===== config.mk =====
export PLATFORM = sky130hd
export DESIGN_NAME = mixsx32_serializer
export DESIGN_NICKNAME = d
export VERILOG_FILES = /design/src/rtl/mixsx32_serializer.sv
export SDC_FILE = /design/constraint.sdc
export NUM_CORES = 1
export LEC_CHECK = 0
export ABC_AREA = 1
export CORE_MARGIN = 2
export CORE_UTILIZATION = 44
export DETAILED_ROUTE_END_ITERATION = 10
export MAX_ROUTING_LAYER = met4
export PLACE_DENSITY = 0.86
export SYNTH_ARGS = -nofsm -noshare
export SYNTH_HDL_FRONTEND = slang
export SYNTH_SLANG_ARGS = --single-unit

===== constraint.sdc =====
create_clock -name clk -period 1.51 [get_ports clk]
set_input_delay 0.2265 -clock clk [delete_from_list [all_inputs] [get_ports clk]]
set_output_delay 0.2265 -clock clk [all_outputs]
set_load 0.005 [all_outputs]

===== src/rtl/mixsx32_serializer.sv =====
// Captures a CWORDS64x64-bit mixed result on a rising ready level and streams
// it out LSW-first over a valid/ready handshake; flags results dropped mid-drain.
module mixsx32_serializer #(
    parameter int CWORDS64 = 2
) (
    input  logic                                       clk,
    input  logic                                       reset,
    input  logic [CWORDS64*64-1:0]                     cin,
    input  logic                                       data_rdy_in,
    output logic [63:0]                                out_data,
    output logic                                       out_valid,
    input  logic                                       out_ready,
    output logic [((CWORDS64 > 1) ? $clog2(CWORDS64) : 1)-1:0] out_idx,
    output logic                                       out_last,
    output logic                                       busy,
    output logic                                       overrun
);

    localparam int IDX_W = (CWORDS64 > 1) ? $clog2(CWORDS64) : 1;
    localparam logic [IDX_W-1:0] LAST_IDX = IDX_W'(CWORDS64 - 1);

    typedef enum logic {IDLE, SEND} state_t;

    state_t                 state;
    logic [CWORDS64*64-1:0] buf_q;
    logic                   rdy_q;
    logic                   rise;
    logic                   fire;
    logic                   at_last;
    logic [63:0]            words [CWORDS64];

    genvar k;
    for (k = 0; k < CWORDS64; k++) begin : g_word
        assign words[k] = buf_q[k*64 +: 64];
    end

    // rdy_q clears on reset, so a level already high at release reads as a rise
    assign rise    = data_rdy_in && !rdy_q;
    assign fire    = out_valid && out_ready;
    assign at_last = (out_idx == LAST_IDX);

    always_ff @(posedge clk or negedge reset) begin
        if (!reset) begin
            state     <= IDLE;
            buf_q     <= '0;
            out_idx   <= '0;
            out_valid <= 1'b0;
            busy      <= 1'b0;
            overrun   <= 1'b0;
            rdy_q     <= 1'b0;
        end else begin
            rdy_q <= data_rdy_in;
            case (state)
                IDLE: begin
                    if (rise) begin
                        buf_q     <= cin;
                        out_idx   <= '0;
                        out_valid <= 1'b1;
                        busy      <= 1'b1;
                        state     <= SEND;
                    end
                end
                SEND: begin
                    if (fire && at_last) begin
                        out_idx <= '0;
                        if (rise) begin
                            // back-to-back result: reload with no bubble
                            buf_q <= cin;
                        end else begin
                            out_valid <= 1'b0;
                            busy      <= 1'b0;
                            state     <= IDLE;
                        end
                    end else begin
                        if (fire)
                            out_idx <= out_idx + IDX_W'(1);
                        if (rise)
                            overrun <= 1'b1;
                    end
                end
                default: state <= IDLE;
            endcase
        end
    end

    assign out_data = out_valid ? words[out_idx] : 64'd0;
    assign out_last = out_valid && at_last;

endmodule


Word-level counts from Yosys, hierarchy flattened
Cells that the tools add are included.
{ "totals": {"ff_bits": 133, "inputBits": 132, "output_inout_bits": 69, "wordCells": 41} }
{ "op_classes": {"n_addsub": 1, "magnitude_cmp": 1, "eq_ne": 4, "n_mux": 18, "bitwise": 3, "n_reduce_logical": 8} }
{ "op_table": {"columns": ["op", "n"], "rows": [
  ["two-way mux 128 bit", 2],
  ["two-way mux 64 bit", 4],
  ["one-hot mux 128 bit (2 select lines)", 1],
  ["two-way mux 1 bit", 8],
  ["one-hot mux 1 bit (2 select lines)", 3],
  ["AND reduction 3 bit", 2],
  ["logical AND 1 bit", 4],
  ["inequality test 2 bit (second input constant)", 2],
  ["inequality test 3 x 1 -> 1 bit (second input constant)", 1],
  [">= comparator 2 bit (second input constant)", 1],
  ["inequality test 2 x 1 -> 1 bit (second input constant)", 1],
  ["inverter 1 bit", 2],
  ["inverter 1 -> 2 bit", 1],
  ["AND reduction 2 bit", 1],
  ["adder 1 bit (second input constant)", 1],
  ["zero test 1 bit", 1]
]} }

Logic depth before layout (Yosys ltp)
{ "logic_depth": {"word_depth": 5, "mapped_depth": 8, "ltp_nobuf": 5} }

Least setup slack after synthesis
OpenSTA, ideal clock, no wires.
{ "synth_timing": {"path_kind": "reg2out", "start": "register out_idx", "end": "output out_data[0]", "t_arrival_ns": 1.149, "t_required_ns": 1.283, "slack_ns": 0.134, "path_stages_with_launch": 7, "n_path_buf": 3, "cell_sequence": "dfrtp_1 > buf_4 > inv_1 > buf_2 > buf_2 > nor2_1 > nor2_1"} }
{ "synth_between": {"elab_chain_len": 5} }
{ "synth_rtl": {"columns": ["element", "line", "text"], "rows": [
  ["from (decl)", "13", "output logic [((CWORDS64 > 1) ? $clog2(CWORDS64) : 1)-1:0] out_idx,"],
  ["from (signal assigned)", "76", "out_idx <= out_idx + IDX_W'(1);"],
  ["inverter 1 -> 2 bit (not written as such)", "86", "assign out_data = out_valid ? words[out_idx] : 64'd0;"],
  ["two-way mux 64 bit (not written as such) (3 in a row)", "86", null],
  ["two-way mux 64 bit", "86", null],
  ["to (decl)", "10", "output logic [63:0] out_data,"]
]} }
No other way between the ends. The select of a mux whose other input is x is not followed.

Worst setup path in the final report
{ "layout_timing": {"start": "register out_idx", "end": "output out_data[17]"} }
Same word-level chain as after synthesis.

==> flow_metrics.tcl <==
set metrics [dict create \
    antenna_found_initial 0 \
    peakVddDrop_mv 1.30 \
    overflow 0 \
    insertion_delay_ns 0.42 \
    gr-usage-met1_pct 34.3 \
    p_leak_nw 4.88 \
    hold_viol 0 \
    synth_top_area_share_pct 53.2 \
    track_usage_pct 28.3 \
    grt-busiest-layer "met2" \
    drv_slew 0 \
    synthCells 797 \
    syn-num-nets 929 \
    num-fill-cells 1012 \
    worstPathMaxFanout 6 \
    synth_area_leaders "dfrtp_1, nand2_1, nand3_1" \
    totalWireLength_mm 21.0 \
    p_per_area_nw_per_um2 2200 \
    core_area_um2 13900 \
    yosysWarnings 0 \
    rsz0062_at_grt "true" \
    cts_tree "done" \
    fin_nets 1150 \
    drcViolationCount 0 \
    cts_buffers 17 \
    synthMostInstantiatedCell "nand2_1" \
    dp.cells 1142 \
    worst_slew_pin_slew_ns 0.346 \
    hp-class "in2async" \
    cts_sinks 133 \
    ys_seq_area_share_pct 53.2 \
    fin_ws_ns -0.430 \
    period_minus_slack_ns 1.94 \
    maxCapViolations 0 \
    path_clk_slew_ns 0.06 \
    status "finished with violations" \
    end_kind "primary output" \
    hpwl_mm 11.6 \
    utilization_pct 71.1 \
    required_ns 1.28 \
    worstPathArrival_ns 1.71 \
    multi_input_area_um2 3010 \
    clock_skew_ns 0.00914 \
    dieArea_um2 15200 \
    critPathLaunchType "register" \
    cts_root_buf "clkbuf_16" \
    violations "setup timing" \
    ys_async_sr_fraction_pct 100 \
    met3_usage_pct 5.40 \
    clockBufferDepth 2 \
    syn_to_final_growth_pct 57.6 \
    io_buffers 200 \
    met2_usage_pct 45.1 \
    setup_tns_ns -69.25 \
    wire_per_inst_um 17.4 \
    ys_types 17 \
    avgSynthCellArea_um2 7.86 \
    drt_iter0_drc 646 \
    ff_latch_area_um2 3330 \
    yosys.area.top_type "dfrtp_1" \
    ys.flop_type "dfrtp_1" \
    setup_violations 197 \
    vias 6502 \
    die_w_um 123 \
    finalNonFillerCells 1210 \
    maxSlewHeadroom_pct 77.0 \
    ys_ff_latch 133 \
    synth_commonest_cells "nand2_1, dfrtp_1, nor2_1" \
    gp_congestion 0.834 \
    antenna_cells 0 \
    grt_max_degree 60 \
    htree_levels 4 \
    num_io_pins 201 \
    via_per_inst 5.37 \
    detail-route-antenna-nets 0 \
    syn_area_um2 6260 \
    rows 43 \
    start_util_pct 45.1 \
    fmax_mhz 516 \
    grt_pass1_vias 6441 \
    layout-drive-gt1-share_pct 27.8 \
    min_period_over_period_pct 128 \
    path_class "reg2out" \
    drtPass1Iterations 5 \
    die_h_um 123 \
    final_area_um2 9860 \
    post_dp_cell_area_um2 8500 \
    synth_edf_count 0 \
    grt_pass1_wl_mm 32.0 \
]
## per-stage QoR
step / hold WS (ns) / setup slack, ns / power (mW)
global placement: 0.0895 / -0.173 / 14.3
CTS: 0.217 / -0.519 / 21.0
floorplan: -0.0691 / 0.134 / 10.4
global route: 0.233 / -0.501 / 23.0
finish: 0.235 / -0.430 / 21.7
detailed placement: 0.0896 / -0.161 / 14.6
## worst max-delay path, stage by stage, from the launching register on
cell      delay (ns)
dfrtp_2         0.50
clkinv_4        0.14
buf_8           0.17
buf_12          0.14
buf_6           0.11
nor2_4          0.06
nor2_1          0.05
buf_2           0.12
## what timing repair did
action | CTS | global route
cloned | 13 | 0
pin swaps | 23 | 28
hold buffers | 1 | 0
gates resized for setup | 307 | 178
endpoints found under the hold margin | 107 | 0
setup buffers | 24 | 8
setup endpoints to repair | 69 | 200
## layer usage
layer | vias up | part of all wire (%) | wire length (um)
met5 | - | 0 | 0
met4 | 0 | 3.8 | 789
met3 | 66 | 6.7 | 1410
met2 | 315 | 51 | 10600
met1 | 3118 | 39 | 8160
li1 | 3003 | - | -
## path summary, 6_finish.rpt
| check | startpoint | end | slack (ns) | cells after the start |
|---|---|---|---|---|
| setup / recovery | out_idx | out_data[17] | -0.43 | 7 |
| hold / removal | reset | buf_q[123] | 0.24 | 2 |
| setup reg to reg | out_idx | buf_q[121] | -0.42 | 10 |
| hold reg to reg | overrun | overrun | 0.47 | 1 |
| max in group asynchronous | reset | buf_q[36] | 0.66 | 3 |
| min in group clk | cin[20] | buf_q[20] | 0.37 | 3 |
## logic make-up after synthesis
logic type	synth area share (%)
DFF	53.2
buffers and inverters	7.09
and+or+nand+nor	34.4
AOI/OAI and AO/OA	5.32
## report_power, final
group / leakage [nW] / internal (mW) / switching (mW)
clock network: 0.290 / 2.61 / 1.46
logic: 2.94 / 5.23 / 5.79
registers: 1.64 / 5.23 / 1.38
total: 4.88 / 13.1 / 8.63
## final cells by class
class	instances	area share (%)
well taps	180	2.28
multi-input cells	592	30.5
clock inverters	2	0.355
flip-flops and latches	133	33.8
repair buffers	266	27.2
inverters	8	0.355
clock buffers	29	5.58
## layout by cell type, fill, tap and decap left out, drive strengths merged
cell,netlist,final
bufbuf,0,2
buf,49,99
dfrtp,133,133
bufinv,0,1
o21bai,1,1
inv,8,7
clkdlybuf4s50,0,130
dlygate4sd2,0,2
nand3,130,130
o21ai,65,65
nand4,1,1
clkinv,0,2
nand3b,1,1
dlygate4sd3,0,1
clkdlybuf4s15,0,1
clkbuf,15,60
nand2,262,262
nor2,132,132
## sequential cells by signal, summed over array words and instances (netlist names)
| signal | count |
|---|---|
| busy | 1 |
| state | 1 |
| buf_q | 128 |
| rdy_q | 1 |
| out_idx | 1 |
| overrun | 1 |
No activity file was read; power rests on OpenSTA's default activity.
